$ cat src/rtl/digit_serializer_mux.sv
// digit_serializer_mux: captures an operand and streams it one digit per valid/ready transfer, LSB- or MSB-first.
// Define DIGIT_SERIALIZER_ZERO_SKIP_EN to skip leading zero digits in either order.
module digit_serializer_mux #(
    parameter  int DIGIT_W    = 4,
    parameter  int NUM_DIGITS = 16,
    localparam int IDX_W      = $clog2(NUM_DIGITS)
) (
    input  logic                          clk,
    input  logic                          rst_n,
    input  logic                          load_valid,
    output logic                          load_ready,
    input  logic [NUM_DIGITS*DIGIT_W-1:0] load_data,
    input  logic                          msb_first,
    input  logic                          flush,
    output logic                          out_valid,
    input  logic                          out_ready,
    output logic [DIGIT_W-1:0]            out_digit,
    output logic [IDX_W-1:0]              out_index,
    output logic                          out_last,
    output logic                          busy
);
    typedef enum logic {IDLE, SHIFT} state_t;

    localparam logic [IDX_W-1:0] LAST_IDX = IDX_W'(NUM_DIGITS - 1);

    state_t                          state_q;
    logic [NUM_DIGITS*DIGIT_W-1:0]   opnd_q;
    logic                            msb_q;
    logic [IDX_W-1:0]                idx_q;
    logic [IDX_W-1:0]                idx_d;
    logic [IDX_W-1:0]                start_idx;
    logic                            last_base;

    assign busy       = (state_q == SHIFT);
    assign out_valid  = busy;
    assign load_ready = (state_q == IDLE);
    assign out_index  = idx_q;
    assign out_digit  = opnd_q[idx_q*DIGIT_W +: DIGIT_W];

`ifdef DIGIT_SERIALIZER_ZERO_SKIP_EN
    logic                            any_above;
    logic [IDX_W-1:0]                hi_nz;
    always_comb begin
        any_above = 1'b0;
        hi_nz     = '0;
        for (int k = 0; k < NUM_DIGITS; k++) begin
            if (k > int'(idx_q) && |opnd_q[k*DIGIT_W +: DIGIT_W]) any_above = 1'b1;
            if (|load_data[k*DIGIT_W +: DIGIT_W]) hi_nz = IDX_W'(k);
        end
        idx_d     = msb_q ? idx_q - IDX_W'(1) : idx_q + IDX_W'(1);
        last_base = msb_q ? (idx_q == '0) : (idx_q == LAST_IDX);
        // LSB-first ends early once nothing nonzero remains above the current digit
        out_last  = busy & (last_base | (!msb_q & !any_above));
        start_idx = msb_first ? hi_nz : '0;
    end
`else
    always_comb begin
        idx_d     = msb_q ? idx_q - IDX_W'(1) : idx_q + IDX_W'(1);
        last_base = msb_q ? (idx_q == '0) : (idx_q == LAST_IDX);
        out_last  = busy & last_base;
        start_idx = msb_first ? LAST_IDX : '0;
    end
`endif

    always_ff @(posedge clk or negedge rst_n) begin
        if (!rst_n) begin
            state_q <= IDLE;
            opnd_q  <= '0;
            msb_q   <= 1'b0;
            idx_q   <= '0;
        end else if (state_q == IDLE) begin
            if (load_valid && !flush) begin
                opnd_q  <= load_data;
                msb_q   <= msb_first;
                idx_q   <= start_idx;
                state_q <= SHIFT;
            end
        end else if (flush || (out_ready && out_last)) begin
            state_q <= IDLE;
            idx_q   <= '0;
        end else if (out_ready) begin
            idx_q <= idx_d;
        end
    end
endmodule

$ cat config.mk
export PLATFORM = sky130hd
export DESIGN_NAME = digit_serializer_mux
export DESIGN_NICKNAME = d
export VERILOG_FILES = /design/src/rtl/digit_serializer_mux.sv
export SDC_FILE = /design/constraint.sdc
export NUM_CORES = 1
export LEC_CHECK = 0
export CORE_MARGIN = 1
export CORE_UTILIZATION = 53
export DETAILED_ROUTE_END_ITERATION = 10
export PLACE_DENSITY = 0.85
export REMOVE_ABC_BUFFERS = 1
export SLEW_MARGIN = 20
export SYNTH_ARGS = -nofsm -noshare
export SYNTH_HDL_FRONTEND = slang
export SYNTH_SLANG_ARGS = --single-unit
$ cat constraint.sdc
create_clock -name clk -period 2.4 [get_ports clk]
set_input_delay 0.36 -clock clk [delete_from_list [all_inputs] [get_ports clk]]
set_output_delay 0.36 -clock clk [all_outputs]
set_load 0.02 [all_outputs]
---- Yosys cells after proc, flatten, opt, wreduce, memory -nomap -nowiden ----
Cells that the tools add are included.
word-level totals
  register bits after elaboration ......... 70
  input bits .............................. 70
  output and inout bits ................... 12
operators by class
  add/subtract/negate cells ............... 2
  multiplexer cells ....................... 10
  equal/unequal tests ..................... 2
  reductions and logical operators ........ 8
  shift-type cells ........................ 1
  bitwise logic cells ..................... 2
operator list
  operator             count
  $shiftx 64x7->4      1
  $mux 4               6
  $add 4x1->4 const B  1
  $eq 4x4->1 const B   1
  $logic_not 4->1      1
  $mux 1               4
  $reduce_and 2->1     2
  $sub 4x1->4 const B  1
  $ne 3x2->1 const B   1
  $logic_and 1x1->1    2
  $reduce_bool 2->1    1
  $and 1x1->1          1
  $logic_not 1->1      1
  $logic_or 1x1->1     1
  $not 1->1            1

---- Depth between registers and ports, before layout ----
Gate-level depths: netlist of run 1.
  depth in word-level cells ............... 7
  gate-level depth with buffers ........... 6
  mapped depth without buffers ............ 5

---- Worst setup path after synthesis of run 1 ----
Ideal clock, no wire load.
  path kind ............................... reg2out
  start ................................... register idx_q[0] (netlist: out_index[0])
  end ..................................... output port out_last
  setup slack ............................. 348 ps
  required time ........................... 2040 ps
  arrival ................................. 1692 ps
  cell stages (with the launch flop) ...... 5
  buffers on the path ..................... 2
  path through ............................ dfrtp_1 -> buf_6 -> buf_4 -> or4_1 -> a21oi_1
on the way
  word-level cells in the longest chain between the ends .. 3
  elaborated cells between the ends (all ways) .. 4
  those cells by class .................... eq/ne: 1; mux: 1; bitwise: 1; reduce/logical: 1
RTL lines
  item                                           line  RTL
  start, declared                                29    logic [IDX_W-1:0] idx_q;
  start signal, assigned                         75    idx_q <= start_idx;
  start signal, assigned                         82    idx_q <= idx_d;
  $eq 4x4->1 or $logic_not 4->1 (tied branches)  59    last_base = msb_q ? (idx_q == '0) : (idx_q == LAST_IDX);
  $mux 1 *                                       59
  $and 1x1->1 *                                  60    out_last = busy & last_base;
  end, declared                                  19    output logic out_last,
Every way passes the cells marked *; elsewhere a longest branch is shown, timed or not.

---- Worst setup path after layout of run 1 ----
  start ................................... register idx_q[0] (netlist: out_index[0])
  end ..................................... output port out_digit[0]
on the way
  word-level cells in the longest chain between the ends .. 1
RTL lines
  item             line  RTL
  $shiftx 64x7->4  38    assign out_digit = opnd_q[idx_q*DIGIT_W +: DIGIT_W];
  end, declared    17    output logic [DIGIT_W-1:0] out_digit,
Every way passes these cells.

==> flow_metrics.tcl, run 1 <==
set metrics [dict create \
    synth_flop_cell "dfrtp_1" \
    clockBufferDepth 2 \
    fin_skew_ns 0.00410 \
    drt-initial-drc-count 196 \
    drv_slew 0 \
    overflow 0 \
    initial_core_util 0.557 \
    routabilityCongestion 0.843 \
    max_freq_mhz 421 \
    peakVddDrop_uv 458 \
    hold_viol 9 \
    post-dp-hpwl_mm 5.42 \
    slew-limit-headroom 0.640 \
    core_mm2 0.00599 \
    grt_max_degree 66 \
    drt-pass1-iter-count 4 \
    drtAntennaViolNets 0 \
    final_util 0.743 \
    grtUsageTotal 0.267 \
    syn_inst 353 \
    layout-drive-gt1-share 0.121 \
    hold_buffers 0 \
    fillers 401 \
    finalWirelength_mm 7.97 \
    via_count 2820 \
    max-cap-violations 0 \
    grt_pass1_vias 2769 \
    die_area_mm2 0.00662 \
    ys_seq_elements 70 \
    syn_area_mm2 0.00334 \
    design.portCount 82 \
    p_per_area_mw_per_mm2 878 \
    grt_pass1_wl_mm 13.0 \
    yosysWarnings 0 \
    critPathRequiredTime_ns 2.04 \
    p_leak_uw 0.00216 \
    synth-async-reset-ratio 1.00 \
    cts_max_level 3 \
    worst_setup_path_end_kind "primary output" \
    path_max_fanout 6 \
    synth_edf_count 0 \
    crit_path_start_kind "flip-flop" \
    synth_top_area_cell "dfrtp_1" \
    clkTransAtPathRegs_ns 0.07 \
    status "finished, violations left" \
    cp.arrival_ns 2.02 \
    synth_top_area_share 0.525 \
    cts_tree "yes" \
    route.detailed.drc 0 \
    syn_to_final_growth_pct 33.2 \
    rows 28 \
    port_buffers 81 \
    setup_violations 0 \
    timing.hold.ws_ns -0.00338 \
    final_nets 508 \
    antennaDiodeCount 0 \
    die_h_um 81.4 \
    cts_root_buf "clkbuf_8" \
    min_path_type "input port to asynchronous set/reset pin" \
    die-width_um 81.4 \
    numCtsBuffers 9 \
    antenna_found_initial 0 \
    worst_pin_slew_ns 0.540 \
    viasPerCell 5.50 \
    yosysSeqAreaShare 0.525 \
    violations "hold timing" \
    avgRoutedWirePerCell_um 15.5 \
    clock_latency_ns 0.34 \
    synthTopCellsByArea "dfrtp_1, nand2_1, mux4_2, a22oi_1, mux4_1" \
    post_dp_cell_area_mm2 0.00424 \
    synthDistinctLibCells 35 \
    min_period_ns 2.38 \
    seq_area_mm2 0.00175 \
    syn_avg_cell_area_um2 9.46 \
    multi_input_area_mm2 0.00149 \
    path_class "flip-flop to primary output" \
    fin_area_mm2 0.00445 \
    numClockSinks 70 \
    finalCritPeriodShare 0.990 \
]
## critical path, cell delays in order (launching register included)
cell       delay (ns)
dfrtp_2          0.45
clkbuf_16        0.18
mux4_2           0.49
a22oi_1          0.25
nand2_1          0.13
buf_2            0.18
## synthesized netlist by cell type (all sizes together) (2+ instances only)
library cell,instances
mux4,16
a22oi,8
clkbuf,8
buf,13
nor2,2
o21ai,5
o21a,3
nor2b,3
nand2,202
a21oi,2
ha,2
nand2b,2
inv,2
dfrtp,70
## what timing repair did
item	in CTS	in global routing
hold endpoints to repair	0	0
gates resized for setup	14	8
buffers inserted	1	0
cloned	0	1
endpoints found under the setup margin	5	4
## power by group
| part | internal [µW] | switching, µW | leakage [µW] |
|---|---|---|---|
| sequential | 1430 | 185 | 0.000865 |
| combinational | 701 | 697 | 0.00121 |
| clock | 463 | 428 | 0.0000907 |
## final cells by class
class / instances / share of cell area
timing repair buffer: 92 / 0.208
clock buffer: 9 / 0.0278
inverter: 2 / 0.00169
clock inverter: 5 / 0.0118
tap: 75 / 0.0211
sequential: 70 / 0.394
multi-input combinational: 260 / 0.335
## path summary, 6_finish.rpt
check | cells after the start | start | slack, ns | endpoint
hold reg to reg | 2 | opnd_q[29] | 0.48 | opnd_q[29]
min in group clk | 2 | opnd_q[29] | 0.48 | opnd_q[29]
setup / recovery | 5 | out_index[0] | 0.02 | out_digit[0]
hold / removal | 1 | rst_n | -0.003 | opnd_q[38]
setup reg to reg | 5 | out_index[0] | 0.62 | out_index[0]
max in group asynchronous | 2 | rst_n | 1.75 | out_index[0]
## layout by cell type, fill, tap and decap left out, types with 2 or more instances in the layout
master,n
inv_1,2
a22oi_2,3
mux4_1,2
nor2b_1,3
buf_12,3
a21oi_1,2
dfrtp_1,69
mux4_2,14
nand2_1,202
a22oi_1,5
buf_2,4
o21a_1,3
clkdlybuf4s50_1,75
nand2b_1,2
clkbuf_8,9
ha_1,2
nor2_1,2
buf_4,6
o21ai_0,3
clkinv_2,3
## registers in the layout, indices dropped and copies added (netlist names)
name	cells
msb_q	1
busy	1
opnd_q	64
out_index	4
## metal layers
metal / part of all wire / vias up / global-route usage
met5: 0 / - / 0
met4: 0.027 / 0 / 0.104
met3: 0.060 / 27 / 0.0618
met2: 0.48 / 110 / 0.408
met1: 0.43 / 1373 / 0.372
li1: - / 1310 / -
## through the flow
step | hold WS, ns | total power [µW] | cells | worst slack [ns] | TNS [ns]
CTS | 0.00722 | 3880 | 512 | -0.0147 | -0.0286
global placement | 0.361 | 2930 | 497 | 0.0983 | 0
floorplan | 0.0644 | 2410 | 332 | -1.97 | -128.69
detailed placement | 0.374 | 3000 | 497 | 0.0643 | 0
finish | -0.00338 | 3900 | 513 | 0.0230 | 0
global route | 0.0244 | 4130 | 513 | -0.00799 | -0.00799
## cell families (layout without fill, tap and decap cells)
group	Yosys count	in the layout	share of synthesized area
buf+inv	23	108	0.0348
xor+xnor	2	2	0.00525
simple gates	216	216	0.256
fa+ha+maj	3	3	0.0135
compound gates	23	23	0.0555
mux	16	16	0.110
flops	70	70	0.525
Note: power is estimated with default switching activity, not from simulation.
==> run 2, diff against run 1 <==
--- a/config.mk
+++ b/config.mk
@@ -6,10 +6,12 @@
 export NUM_CORES = 1
 export LEC_CHECK = 0
 export CORE_MARGIN = 1
-export CORE_UTILIZATION = 53
+export CORE_UTILIZATION = 49
+export CTS_BUF_LIST = sky130_fd_sc_hd__clkbuf_4 sky130_fd_sc_hd__clkbuf_8 sky130_fd_sc_hd__clkbuf_16
 export DETAILED_ROUTE_END_ITERATION = 10
-export PLACE_DENSITY = 0.85
+export PLACE_DENSITY = 0.79
 export REMOVE_ABC_BUFFERS = 1
+export SKIP_LAST_GASP = 1
 export SLEW_MARGIN = 20
 export SYNTH_ARGS = -nofsm -noshare
 export SYNTH_HDL_FRONTEND = slang
==> constraint.sdc (replaced) <==
create_clock -name clk -period 2.44 [get_ports clk]
set_input_delay 0.366 -clock clk [delete_from_list [all_inputs] [get_ports clk]]
set_output_delay 0.366 -clock clk [all_outputs]
set_load 0.02 [all_outputs]
==> run 2 against run 1 <==
Register-to-register slack got worse by 0.06 ns. Wire length fell by 3.1%. The run ends with DRC, setup timing left. Die area rose by 8.0%. Via count fell by 3.5%. Flip-flop and latch count did not move. Cell area barely moved. Combinational power fell by 4%. Clock skew rose by 0.0045 ns. Critical endpoint unchanged. Final cell count rose by 0.39%. Largest power group unchanged. Hold slack improved by 0.027 ns. Power fell by 1.3%. Sequential share of layout area barely moved.
==> flow_metrics.tcl, run 2 (same netlist as run 1, synthesis figures left out) <==
set metrics [dict create \
    rsz0062_at_grt "yes" \
    seqPwrFrac 0.412 \
    final_cell_mix "nand2_1, clkdlybuf4s50_1, dfrtp_1" \
    use_met1 0.312 \
    path_class "flip-flop to primary output" \
    max-cap-violations 0 \
    cts_root_buf "clkbuf_8" \
    cts_tree "yes" \
    fin_cells 515 \
    power_switching_uw 1280 \
    min_path_type "input port to asynchronous set/reset pin" \
    numCtsBuffers 9 \
    finalCritPeriodShare 1.01 \
    die_h_um 84.6 \
    post-dp-hpwl_mm 5.28 \
    rows 29 \
    fin_area_mm2 0.00445 \
    largest_reg_flops 64 \
    status "finished, violations left" \
    setup_violations 1 \
    cp.arrival_ns 2.09 \
    p_leak_uw 0.00217 \
    fillers 497 \
    core_mm2 0.00646 \
    clkTransAtPathRegs_ns 0.08 \
    grt_pass1_wl_mm 13.0 \
    clock_latency_ns 0.35 \
    peakVddDrop_uv 457 \
    layout_commonest_cell "nand2_1" \
    grtUsageMet2 0.392 \
    crit_path_start_kind "flip-flop" \
    max_freq_mhz 407 \
    violations "DRC, setup timing" \
    final_nets 508 \
    via_count 2721 \
    drtAntennaViolNets 0 \
    fin_tns_setup_ns -0.0181 \
    initial_core_util 0.517 \
    die_area_mm2 0.00715 \
    antennaDiodeCount 0 \
    route.detailed.drc 4 \
    fin_ws_ns -0.0181 \
    reg2reg_slack_ns 0.56 \
    p_per_area_mw_per_mm2 867 \
    hold_viol 0 \
    drt-initial-drc-count 191 \
    regMostFlops "opnd_q" \
    critPathRequiredTime_ns 2.07 \
    cp_slowest_stage_delay_ns 0.52 \
    multi_input_area_mm2 0.00149 \
    timing.hold.ws_ns 0.0239 \
    antenna_found_initial 0 \
    worst_pin_slew_ns 0.424 \
    layout-drive-gt1-share 0.114 \
    seq_area_mm2 0.00175 \
    drt-pass1-iter-count 7 \
    numClockSinks 70 \
    min_period_ns 2.46 \
    worst_setup_path_end_kind "primary output" \
    die-width_um 84.6 \
    pwr-share-clk 0.239 \
    viasPerCell 5.28 \
    syn_to_final_growth_pct 33.2 \
    grt_use_met3 0.0403 \
    path_cells "buf_6, mux4_2, a22oi_2, nand2_1, clkdlybuf4s15_1" \
    pre_cts_slack_ns 0.0546 \
    comb_power_share 0.350 \
    grt.busiest_layer "met2" \
    avgRoutedWirePerCell_um 15.0 \
    switching_share 0.331 \
    grt_max_degree 71 \
    placed_cells 499 \
    drv_slew 0 \
    post_dp_cell_area_mm2 0.00424 \
    routabilityCongestion 0.778 \
    finalWirelength_mm 7.72 \
    clockBufferDepth 2 \
    design.portCount 82 \
    path_max_fanout 7 \
    fin_skew_ns 0.00862 \
    hold_buffers 0 \
    intPower_uw 2580 \
    slew-limit-headroom 0.717 \
    port_buffers 81 \
    cts_max_level 3 \
    grt_pass1_vias 2746 \
    grtUsageTotal 0.236 \
    overflow 0 \
    crit_slowest_cell "mux4_2" \
]
## run 2: layout make-up
cell class,instances,share of cell area
tap,77,0.0217
clock inverter,4,0.0110
clock buffer,10,0.0309
timing repair buffer,92,0.207
inverter,2,0.00169
multi-input combinational,260,0.334
sequential,70,0.394
## run 2: per-layer routing
layer | part of all wire | wire length, µm
met5 | 0 | 0
met4 | 0.015 | 119
met3 | 0.048 | 374
met2 | 0.49 | 3810
met1 | 0.44 | 3420
## run 2: what timing repair did
action	4_1_cts	5_1_grt
setup buffers	1	1
cloned	0	0
endpoints found under the setup margin	5	4
resized for setup	10	5
## run 2: per-stage QoR
step	utilization	power, µW
after floorplan	-	2370
after global placement	0.657	2900
after detailed placement	0.657	2940
after CTS	0.687	3860
after global routing	0.689	4060
final	0.689	3860
## run 2: critical path, delay by kind of cell (launching register included)
family                 cells  cell delay, ns
AO/OA/AOI/OAI              1            0.23
buffers and inverters      2            0.47
flip-flops                 1            0.41
multiplexers               1            0.52
AND/OR/NAND/NOR            1            0.11
## run 2: worst paths after layout
path | startpoint | to | depth (start not counted)
worst max-delay path | out_index[0] | out_digit[0] | 5
min in group clk | opnd_q[30] | opnd_q[30] | 2
worst max register to register | out_index[0] | out_index[1] | 6
max in group asynchronous | rst_n | out_index[2] | 2
worst min register to register | opnd_q[30] | opnd_q[30] | 2
worst min-delay path | rst_n | opnd_q[56] | 2
## run 2: power groups by stage
| stage | clock (µW) | sequential (µW) | combinational [µW] |
|---|---|---|---|
| after floorplan | 0 | 1640 | 736 |
| after global placement | 0 | 1590 | 1300 |
| after detailed placement | 0 | 1600 | 1350 |
| after CTS | 935 | 1580 | 1340 |
| after global routing | 968 | 1620 | 1480 |
| final | 920 | 1590 | 1350 |
